[src/rtl/serial_digit_adder.sv]
// Digit-serial adder/subtractor: consumes DIGIT bits of each operand per cycle, LSB first,
// carrying between digits in a single register; reports cout and signed overflow on completion.
module serial_digit_adder #(
  parameter int WIDTH = 8,
  parameter int DIGIT = 1
) (
  input  logic             clk,
  input  logic             rst,
  input  logic             start,
  input  logic             sub,
  input  logic             cin,
  input  logic [WIDTH-1:0] a,
  input  logic [WIDTH-1:0] b,
  output logic             busy,
  output logic             done,
  output logic [WIDTH-1:0] sum,
  output logic             cout,
  output logic             overflow
);

  localparam int STEPS = WIDTH / DIGIT;
  localparam int CNT_W = (STEPS > 1) ? $clog2(STEPS) : 1;

  if ((WIDTH % DIGIT) != 0 || STEPS < 2) begin : g_bad_params
    $error("serial_digit_adder: WIDTH must be a multiple of DIGIT with at least two digits");
  end

  typedef enum logic {IDLE, RUN} state_t;

  state_t           r_state;
  logic [WIDTH-1:0] r_a_sh;
  logic [WIDTH-1:0] r_b_sh;
  logic [WIDTH-1:0] r_res_sh;
  logic             r_carry;
  logic [CNT_W-1:0] r_cnt;

  logic [DIGIT:0]   w_dsum;
  logic             w_last;
  logic             w_c_msb;

  function automatic logic [DIGIT:0] digit_add(input logic [DIGIT-1:0] x,
                                               input logic [DIGIT-1:0] y,
                                               input logic             c);
    return {1'b0, x} + {1'b0, y} + {{DIGIT{1'b0}}, c};
  endfunction

  assign w_dsum  = digit_add(r_a_sh[DIGIT-1:0], r_b_sh[DIGIT-1:0], r_carry);
  assign w_last  = (r_cnt == CNT_W'(STEPS - 1));
  // Carry into the top bit of the digit, recovered from that bit's sum and operands.
  assign w_c_msb = w_dsum[DIGIT-1] ^ r_a_sh[DIGIT-1] ^ r_b_sh[DIGIT-1];

  always_ff @(posedge clk) begin
    if (!rst) begin
      r_state  <= IDLE;
      r_a_sh   <= '0;
      r_b_sh   <= '0;
      r_res_sh <= '0;
      r_carry  <= 1'b0;
      r_cnt    <= '0;
      busy     <= 1'b0;
      done     <= 1'b0;
      sum      <= '0;
      cout     <= 1'b0;
      overflow <= 1'b0;
    end else begin
      done <= 1'b0;
      case (r_state)
        IDLE: begin
          if (start) begin
            r_a_sh  <= a;
            r_b_sh  <= sub ? ~b : b;
            // Subtract runs as A + ~B + ~cin, so the borrow-in is inverted into the carry.
            r_carry <= cin ^ sub;
            r_cnt   <= '0;
            busy    <= 1'b1;
            r_state <= RUN;
          end
        end
        RUN: begin
          r_a_sh   <= r_a_sh >> DIGIT;
          r_b_sh   <= r_b_sh >> DIGIT;
          r_res_sh <= {w_dsum[DIGIT-1:0], r_res_sh[WIDTH-1:DIGIT]};
          r_carry  <= w_dsum[DIGIT];
          r_cnt    <= r_cnt + 1'b1;
          if (w_last) begin
            sum      <= {w_dsum[DIGIT-1:0], r_res_sh[WIDTH-1:DIGIT]};
            cout     <= w_dsum[DIGIT];
            overflow <= w_c_msb ^ w_dsum[DIGIT];
            done     <= 1'b1;
            busy     <= 1'b0;
            r_state  <= IDLE;
          end
        end
        default: r_state <= IDLE;
      endcase
    end
  end

endmodule

[config.mk]
export PLATFORM = sky130hd
export DESIGN_NAME = serial_digit_adder
export DESIGN_NICKNAME = d
export VERILOG_FILES = /design/src/rtl/serial_digit_adder.sv
export SDC_FILE = /design/constraint.sdc
export NUM_CORES = 1
export LEC_CHECK = 0
export ABC_AREA = 1
export CORE_UTILIZATION = 55
export DETAILED_ROUTE_END_ITERATION = 7
export PLACE_DENSITY = 0.8
export SLEW_MARGIN = 20
export SYNTH_ARGS = -nofsm -noshare
export SYNTH_HDL_FRONTEND = slang
export SYNTH_SLANG_ARGS = --single-unit
[constraint.sdc]
create_clock -name clk -period 3.3 [get_ports clk]
set_clock_uncertainty 0.15 [all_clocks]
set_input_delay 0.66 -clock clk [delete_from_list [all_inputs] [get_ports clk]]
set_output_delay 0.66 -clock clk [all_outputs]
set_load 0.01 [all_outputs]
After elaboration in Yosys (flattened, before gate mapping)
Cells that the tools add are included.
{"block": "totals", "in_bits": 21, "reg_bits": 41}
{"block": "op_classes", "muxes": 16, "eq_ne": 3, "bitwise_logic": 6, "n_addsub": 3, "n_reduce_logical": 3}
{"operator": "$pmux 8 s2", "n": 2}
{"operator": "$mux 8", "n": 3}
{"operator": "$not 8->8", "n": 1}
{"operator": "$mux 1", "n": 6}
{"operator": "$pmux 1 s2", "n": 3}
{"operator": "$pmux 3 s2", "n": 1}
{"operator": "$reduce_and 2->1", "n": 3}
{"operator": "$xor 1x1->1", "n": 4}
{"operator": "$add 3x1->3 const B", "n": 1}
{"operator": "$eq 3x3->1 const B", "n": 1}
{"operator": "$mux 3", "n": 1}
{"operator": "$add 1x1->2", "n": 1}
{"operator": "$add 2x1->2", "n": 1}
{"operator": "$ne 2x1->1 const B", "n": 1}
{"operator": "$ne 2x2->1 const B", "n": 1}
{"operator": "$not 1->1", "n": 1}

Logic depth before layout (Yosys ltp)
Gate-level depths: netlist (run 1).
{"block": "logic_depth", "word_depth": 5, "depth_mapped": 7, "depth_no_buf": 7}

Worst setup path after synthesis (run 1)
No wires, ideal clock.
{"block": "synth_timing", "path_kind": "in2reg", "startpoint": "in sub", "endpoint": "reg r_b_sh[7]", "setup_slack_ps": 1832, "t_required_ps": 3034, "t_arrival_ps": 1202, "setup_ps": 116, "cell_stages": 4, "n_path_buf": 1, "cell_sequence": "buf_2 > or2_2 > nand3_1 > a21oi_1"}
{"block": "synth_via", "elab_chain_cells": 3}
{"item": "start: declaration", "line_no": "10", "rtl": "input logic sub,"}
{"item": "$mux 8", "line_no": "71", "rtl": "r_b_sh <= sub ? ~b : b;"}
{"item": "$mux 8", "line_no": "69", "rtl": "if (start) begin"}
{"item": "$pmux 8 s2", "line_no": "67", "rtl": "case (r_state)"}
{"item": "end signal: assignment", "line_no": "71"}
{"item": "end signal: assignment", "line_no": "81", "rtl": "r_b_sh <= r_b_sh >> DIGIT;"}
{"item": "end: declaration", "line_no": "32", "rtl": "logic [WIDTH-1:0] r_b_sh;"}
Every way passes these cells. The select of a mux whose other input is x is not followed.
A chain may end at the register's enable or synchronous reset.

Final worst setup path (run 1)
{"block": "layout_timing", "startpoint": "reg sum[6]", "endpoint": "out sum[6]"}
{"item": "start: declaration", "line_no": "16", "rtl": "output logic [WIDTH-1:0] sum,"}
{"item": "start signal: assignment", "line_no": "86", "rtl": "sum <= {w_dsum[DIGIT-1:0], r_res_sh[WIDTH-1:DIGIT]};"}
No word-level cell between the ends.

==> impl_metrics.csv, run 1 <==
group,metric,value,unit
status,outcome,"finished clean",
global_routing,antenna_found_initial,0,
final_layout,fin_area,2192,um2
clock_network,h-tree-depth,2,
power_and_ir_drop,ir_worst_vdd,0.3494,mV
min_path,hp-class,"flip-flop to flip-flop",
critical_path,critical_path.max_fanout,2,
detailed_routing,routedWlPerCell,9.920,um
synth,synth_area,1807,um2
detailed_routing,drc,0,
critical_path,slowest_delay,0.54,ns
clock_network,cts_made_buffers,5,
place,gp_congestion,0.7568,
final_layout,utilization,0.7122,
timing,setup_viol,0,
final_layout,seqCellArea,800.8,um2
global_routing,grt_pass1_wl,5423,um
floorplanning,die_w,59.32,um
detailed_routing,via_per_inst,4.646,
timing,drv_slew,0,
floorplanning,ios,33,
place,placed_area,2107,um2
global_routing,grt_max_degree,29,
critical_path,end_kind,"primary output",
final_layout,areaGrowthSynthToFinish,21.33,%
clock_network,clk_latency,0.35,ns
floorplanning,die_y,59.32,um
timing,fmax,483.6,MHz
clock_network,post_cts_resize_count,0,
global_routing,grt_overflow_total,0,
critical_path,r2r-start,"r_state",
min_path,hp-start,"sum[0]",
synth,ys_seq_elements,40,
final_layout,multi_input_area,792.0,um2
detailed_routing,first_pass_iters,4,
critical_path,reg2reg_depth,6,
global_routing,grt_use_total,0.2085,
detailed_routing,drt_wl_total,3224,um
floorplanning,core_region_area,3078,um2
clock_network,root_buffer,"clkbuf_4",
detailed_routing,first_iter_violations,64,
critical_path,slowest_stage,"clkdlybuf4s50_1",
synth,synth_warnings,0,
final_layout,drive_above_1_share,0.07829,
final_layout,fillers,269,
critical_path,regToRegSetupSlack,1.49,ns
clock_network,clkSinkCount,40,
final_layout,final_cell_mix,"nand2_1 (99), dfxtp_1 (40), clkdlybuf4s50_1 (32)",
detailed_routing,num_vias,1510,
power_and_ir_drop,cellPowerDensity,443.2,nW/um2
clock_network,hold_buffers,0,
timing,setup_tns,0,ns
critical_path,crit_path_start_kind,"flip-flop",
place,dp_hpwl,2304,um
critical_path,cp_top_family,"buffers and inverters",
timing,post-route-min-period,2.068,ns
critical_path,required,2.49,ns
critical_path,crit_arrival,1.26,ns
timing,slew_headroom,0.6797,
critical_path,critPathKind,"flip-flop to primary output",
timing,tightest_slew,0.4798,ns
final_layout,finalNetCount,304,
critical_path,crit_buf_inv,1,
clock_network,cts.reportedPaths.clkPinSlew,0.13,ns
critical_path,worstPathCellList,"clkdlybuf4s50_1",
final_layout,layout_commonest_cell,"nand2_1",
floorplanning,rows,20,
clock_network,cts_tree,"built",
synth,ys_types,23,
floorplanning,die_area,3518,um2
timing,rsz0062_at_grt,"no",
synth,syn_avg_cell_area,7.256,um2
place,port_buffers,32,
clock_network,cts_setup_buffers,0,
timing,hold_viol,0,
min_path,hold_path_end,"sum[0]",
synth,ys_seq_area_frac,0.4432,
synth,postSynthCellCount,249,
detailed_routing,drtAntennaViolNets,0,
clock_network,cts_buffer_depth,2,
critical_path,timing.rr.end,"sum[4]",
floorplanning,start_util,0.5870,
final_layout,num_antenna_cells,0,
run,cap_violations,0,
synth,syn-num-nets,273,
timing,fin_crit_sh,0.6266,
min_path,hold_depth,2,
global_routing,grt_pass1_vias,1287,
power_and_ir_drop,power.leakage,1.004,nW
==> synth_stat cells, drive strengths merged <==
master  instances  area, um2
inv            33      123.9
nor2           10      68.82
or2             1      6.260
fa              1      20.02
a21oi          20      111.4
nand3           9      45.04
dfxtp          40      800.8
a21boi          8      63.81
nand2          99      371.6
clkbuf          1      13.76
o21ai          16      80.08
buf             9      76.32
ha              2      25.02
==> worst max path at each step <==
stage	start	slack, ns	end	depth (start not counted)
global placement	start	1.21	r_b_sh[6]	4
finish	sum[6]	1.23	sum[6]	1
CTS	busy	1.21	busy	1
detailed placement	rst	1.20	sum[6]	5
floorplan	sub	1.83	r_b_sh[7]	4
global route	busy	1.16	busy	1
==> per-layer routing <==
metal  global-route usage  vias to the layer above  wire [um]
met5                    0                        -          0
met1               0.2452                      663       1564
met3              0.05895                        2         96
li1                     -                      824          -
met2               0.3563                       21       1546
met4              0.08163                        0         17
==> where the power goes <==
part           internal, mW  switching (mW)  leakage [nW]
Combinational        0.0559          0.0668         0.632
Sequential            0.505          0.0156         0.327
Clock                 0.162           0.166        0.0454
Total                 0.723           0.249          1.00
==> sequential cells by signal, indices dropped and copies added (netlist names) <==
| name | count |
|---|---|
| done | 1 |
| overflow | 1 |
| r_b_sh | 8 |
| r_state | 1 |
| r_carry | 1 |
| sum | 8 |
| cout | 1 |
| r_res_sh | 7 |
| r_cnt | 3 |
| r_a_sh | 8 |
| busy | 1 |
==> per-stage QoR <==
step | instances | power (mW) | hold WS [ns] | setup WS [ns]
after floorplan | 249 | 0.6177 | 0.2708 | 1.832
after global placement | 317 | 0.6522 | 0.2803 | 1.211
after detailed placement | 317 | 0.6548 | 0.2812 | 1.199
after CTS | 325 | 0.9822 | 0.3062 | 1.212
after global routing | 325 | 1.021 | 0.3184 | 1.163
final | 325 | 0.9716 | 0.3018 | 1.232
==> layout make-up <==
class,count,share of cell area
clock buffers,5,0.01712
flip-flops and latches,40,0.3653
well taps,44,0.02511
multi-input cells,166,0.3613
repair buffers,34,0.1530
inverters,33,0.05651
clock inverters,3,0.02169
==> logic make-up (layout without fill, tap and decap cells) <==
family                   Yosys count  count (layout)  synth area share
AND/OR/NAND/NOR                  119             119            0.2722
buffers and inverters             43              75            0.1184
adder cells (fa/ha/maj)            3               3           0.02493
AO/OA/AOI/OAI                     44              44            0.1413
flip-flops                        40              40            0.4432
(Power assumes the default switching activity.)
==> run 2, diff against run 1 <==
Settings changed: CORE_UTILIZATION 55 to 46, PLACE_DENSITY 0.8 to 0.71.
Clock period 3.3 ns to 1.8 ns, I/O delays scaled along.
==> impl_metrics.csv, run 2 (synthesized netlist as in run 1, its figures left out) <==
group,metric,value,unit
detailed_routing,drt_wl_total,3172,um
power_and_ir_drop,power.switching,0.4601,mW
floorplanning,die_y,64.67,um
global_routing,grt_pass1_wl,5865,um
timing,setup_tns,0,ns
detailed_routing,first_pass_iters,4,
final_layout,reg_top3,"r_a_sh (8), r_b_sh (8), sum (8)",
critical_path,critical_path.max_fanout,2,
detailed_routing,routedWlPerCell,9.526,um
timing,hold_viol,0,
final_layout,layout_commonest_cell,"nand2_1",
critical_path,slowest_delay,0.53,ns
status,outcome,"finished clean",
clock_network,cts_made_buffers,5,
floorplanning,die_w,64.67,um
critical_path,end_kind,"primary output",
clock_network,clkSinkCount,40,
timing,setup_ws,0.1291,ns
clock_network,root_buffer,"clkbuf_8",
detailed_routing,drc,0,
critical_path,crit_buf_inv,1,
detailed_routing,first_iter_violations,84,
critical_path,slowest_stage,"clkdlybuf4s50_1",
floorplanning,rows,22,
timing,rsz0062_at_grt,"no",
run,cap_violations,0,
place,place_ws,0.1237,ns
clock_network,hold_buffers,0,
global_routing,antenna_found_initial,0,
clock_network,cts_tree,"built",
power_and_ir_drop,ir_worst_vdd,0.5123,mV
detailed_routing,drtAntennaViolNets,0,
floorplanning,die_area,4182,um2
power_and_ir_drop,internal-power,1.528,mW
timing,setup_viol,0,
final_layout,finalNetCount,308,
final_layout,areaGrowthSynthToFinish,26.25,%
critical_path,cp_top_family,"buffers and inverters",
clock_network,clk_latency,0.29,ns
min_path,hp-class,"flip-flop to flip-flop",
power_and_ir_drop,pwr-share-clk,0.401,
timing,fmax,598.5,MHz
timing,slew_headroom,0.7164,
global_routing,grt_use_total,0.1818,
place,dp_hpwl,2278,um
final_layout,drive_above_1_share,0.09123,
floorplanning,ios,33,
global_routing,grt_pass1_vias,1410,
timing,tightest_slew,0.4248,ns
place,gp_congestion,0.7283,
timing,drv_slew,0,
global_routing,grt_max_degree,25,
clock_network,cts_buffer_depth,2,
final_layout,final_cell_mix,"nand2_1 (99), dfxtp_1 (40), clkdlybuf4s50_1 (32)",
power_and_ir_drop,cellPowerDensity,871.5,nW/um2
power_and_ir_drop,power.leakage,1.047,nW
timing,holdWs,0.2992,ns
power_and_ir_drop,seq_power_share,0.479,
critical_path,required,1.29,ns
clock_network,h-tree-depth,2,
clock_network,cts.reportedPaths.clkPinSlew,0.08,ns
final_layout,num_antenna_cells,0,
timing,fin_crit_sh,0.9283,
critical_path,crit_path_start_kind,"flip-flop",
critical_path,critPathKind,"flip-flop to primary output",
global_routing,grt_overflow_total,0,
critical_path,worstPathCellList,"clkdlybuf4s50_1",
power_and_ir_drop,p_sw_frac,0.2314,
detailed_routing,via_per_inst,4.649,
floorplanning,core_region_area,3716,um2
timing,post-route-min-period,1.671,ns
place,port_buffers,32,
clock_network,cts_setup_buffers,0,
floorplanning,start_util,0.4862,
critical_path,crit_arrival,1.16,ns
clock_network,post_cts_resize_count,0,
power_and_ir_drop,p_comb_frac,0.120,
detailed_routing,num_vias,1548,
[run 2: power groups by stage]
stage | Sequential (mW) | Clock, mW | Combinational (mW)
after global routing | 0.959 | 0.850 | 0.274
after floorplan | 0.965 | 0 | 0.168
after global placement | 0.972 | 0 | 0.237
final | 0.953 | 0.797 | 0.238
after detailed placement | 0.973 | 0 | 0.240
after CTS | 0.953 | 0.807 | 0.241
[run 2: path summary, 6_finish.rpt]
kind | start | to | slack [ns] | cells past startpoint
setup reg to reg | r_b_sh[0] | overflow | 0.25 | 7
setup / recovery | cout | cout | 0.13 | 1
hold reg to reg | sum[0] | sum[0] | 0.30 | 2
hold / removal | sum[0] | sum[0] | 0.30 | 2
[run 2: layer usage]
metal  global-route usage  vias to the layer above  wire length [um]
met3              0.04401                        8               129
li1                     -                      834                 -
met5                    0                        -                 0
met1               0.2191                      680              1577
met4              0.08333                        0                65
met2               0.3039                       26              1398
[run 2: cell type report]
| cell class | instances | area, um2 |
|---|---|---|
| Fill cell | 329 | 1435 |
| Sequential cell | 40 | 800.8 |
| Multi-Input combinational cell | 166 | 792.0 |
| Timing Repair Buffer | 38 | 377.9 |
| Inverter | 33 | 123.9 |
| Clock buffer | 7 | 96.34 |
| Tap cell | 48 | 60.06 |
| Clock inverter | 1 | 30.03 |
[run 2: through the flow]
stage	util	area (um2)	power [mW]	std cells
after detailed placement	0.5798	2155	1.213	325
after global placement	0.5798	2155	1.210	325
after floorplan	-	1807	1.132	249
final	0.6138	2281	1.988	333
after global routing	0.6138	2281	2.083	333
after CTS	0.6138	2281	2.001	333
==> run 3, diff against run 2 <==
Settings changed: CELL_PAD_IN_SITES_DETAIL_PLACEMENT set to 0, CELL_PAD_IN_SITES_GLOBAL_PLACEMENT set to 1, CORE_UTILIZATION 46 to 33, SKIP_CTS_REPAIR_TIMING set to 1.
==> impl_metrics.csv, run 3 (synthesized netlist as in run 1, its figures left out) <==
group,metric,value,unit
final_layout,fillers,570,
critical_path,critPathKind,"flip-flop to primary output",
critical_path,slowest_stage,"clkdlybuf4s50_1",
critical_path,crit_arrival,1.16,ns
place,dp_cells,349,
timing,tightest_slew,0.4278,ns
timing,rsz0062_at_grt,"no",
floorplanning,ios,33,
timing,holdWs,0.2951,ns
detailed_routing,drc,0,
critical_path,slowest_delay,0.53,ns
place,port_buffers,32,
final_layout,fin_area,2278,um2
final_layout,instances_no_fill,356,
timing,setup_tns,0,ns
detailed_routing,drtAntennaViolNets,0,
power_and_ir_drop,power.leakage,1.033,nW
detailed_routing,first_iter_violations,39,
floorplanning,start_util,0.3471,
timing,hold_viol,0,
clock_network,cts_tree,"built",
critical_path,worstPathCellList,"clkdlybuf4s50_1",
timing,setup_viol,0,
power_and_ir_drop,p_total,1.762,mW
status,outcome,"finished clean",
final_layout,layout_commonest_cell,"nand2_1",
floorplanning,core_region_area,5205,um2
power_and_ir_drop,seq_power_share,0.540,
timing,fin_crit_sh,0.9294,
detailed_routing,routedWlPerCell,9.475,um
critical_path,crit_path_start_kind,"flip-flop",
final_layout,finalNetCount,310,
clock_network,cts_buffer_depth,2,
power_and_ir_drop,p_sw_frac,0.2598,
final_layout,seqCellArea,800.8,um2
critical_path,crit_buf_inv,1,
final_layout,multi_input_area,792.0,um2
final_layout,num_antenna_cells,0,
power_and_ir_drop,pwr-share-clk,0.321,
detailed_routing,drt_wl_total,3373,um
floorplanning,die_area,5774,um2
place,gp_congestion,0.6908,
clock_network,cts.reportedPaths.clkPinSlew,0.08,ns
floorplanning,die_y,75.99,um
timing,fmax,597.8,MHz
min_path,hp-class,"flip-flop to flip-flop",
clock_network,clk_latency,0.29,ns
timing,post-route-min-period,1.673,ns
global_routing,antenna_found_initial,0,
global_routing,grt_use_total,0.1347,
clock_network,h-tree-depth,2,
final_layout,areaGrowthSynthToFinish,26.11,%
timing,slew_headroom,0.7144,
run,cap_violations,0,
final_layout,final_cell_mix,"nand2_1 (99), dfxtp_1 (40), clkdlybuf4s50_1 (32)",
place,place_ws,0.1116,ns
clock_network,root_buffer,"clkbuf_8",
clock_network,clkSinkCount,40,
power_and_ir_drop,cellPowerDensity,773.5,nW/um2
critical_path,end_kind,"primary output",
power_and_ir_drop,power.switching,0.4579,mW
global_routing,grt_pass1_vias,1397,
final_layout,reg_top3,"r_a_sh (8), r_b_sh (8), sum (8)",
power_and_ir_drop,ir_worst_vdd,0.4870,mV
final_layout,drive_above_1_share,0.09441,
clock_network,cts_made_buffers,5,
detailed_routing,num_vias,1512,
detailed_routing,via_per_inst,4.247,
place,placed_area,2197,um2
global_routing,grt_max_degree,22,
critical_path,required,1.29,ns
timing,drv_slew,0,
place,dp_hpwl,2391,um
global_routing,grt_pass1_wl,6161,um
timing,setup_ws,0.1271,ns
final_layout,utilization,0.4377,
global_routing,grt_overflow_total,0,
critical_path,cp_top_family,"buffers and inverters",
detailed_routing,first_pass_iters,4,
floorplanning,rows,26,
power_and_ir_drop,internal-power,1.304,mW
power_and_ir_drop,p_comb_frac,0.138,
critical_path,critical_path.max_fanout,2,
floorplanning,die_w,75.99,um
-- run 3: cell count changes in the layout (fill, tap and decap cells not counted), sizes merged --
| cell | previous run | this run |
|---|---|---|
| buf | 6 | 8 |
| bufinv | 1 | 0 |
| clkbuf | 7 | 5 |
| clkinv | 0 | 1 |
| clkinvlp | 0 | 1 |
-- run 3: layout make-up --
cell class,instances,share of cell area
Clock buffer,5,0.03020
Clock inverter,2,0.005491
Inverter,33,0.05437
Multi-Input combinational cell,166,0.3476
Sequential cell,40,0.3515
Tap cell,70,0.03844
Timing Repair Buffer,40,0.1724
-- run 3: final timing paths --
kind | end | start | slack [ns] | cells after the start
max | busy | busy | 0.13 | 1
max reg2reg | overflow | r_b_sh[0] | 0.27 | 7
min | sum[0] | sum[0] | 0.30 | 2
min reg2reg | sum[0] | sum[0] | 0.30 | 2
-- run 3: per-layer routing --
layer / routed length, um / up-vias / GRT usage
li1: - / 837 / -
met1: 1758 / 643 / 0.1733
met2: 1439 / 26 / 0.2118
met3: 120 / 6 / 0.03713
met4: 55 / 0 / 0.05769
met5: 0 / - / 0
-- run 3: worst min-delay path: stages, from the launching register on --
cell and delay (ns):
dfxtp_1 0.31, nand2_1 0.06, nand2_1 0.04
-- run 3: power groups by stage --
stage,Sequential (mW),Combinational [mW],Clock (mW)
after floorplan,0.965,0.168,0
after global placement,0.972,0.248,0
after detailed placement,0.973,0.247,0
after CTS,0.952,0.249,0.588
after global routing,0.958,0.282,0.637
final,0.952,0.244,0.566
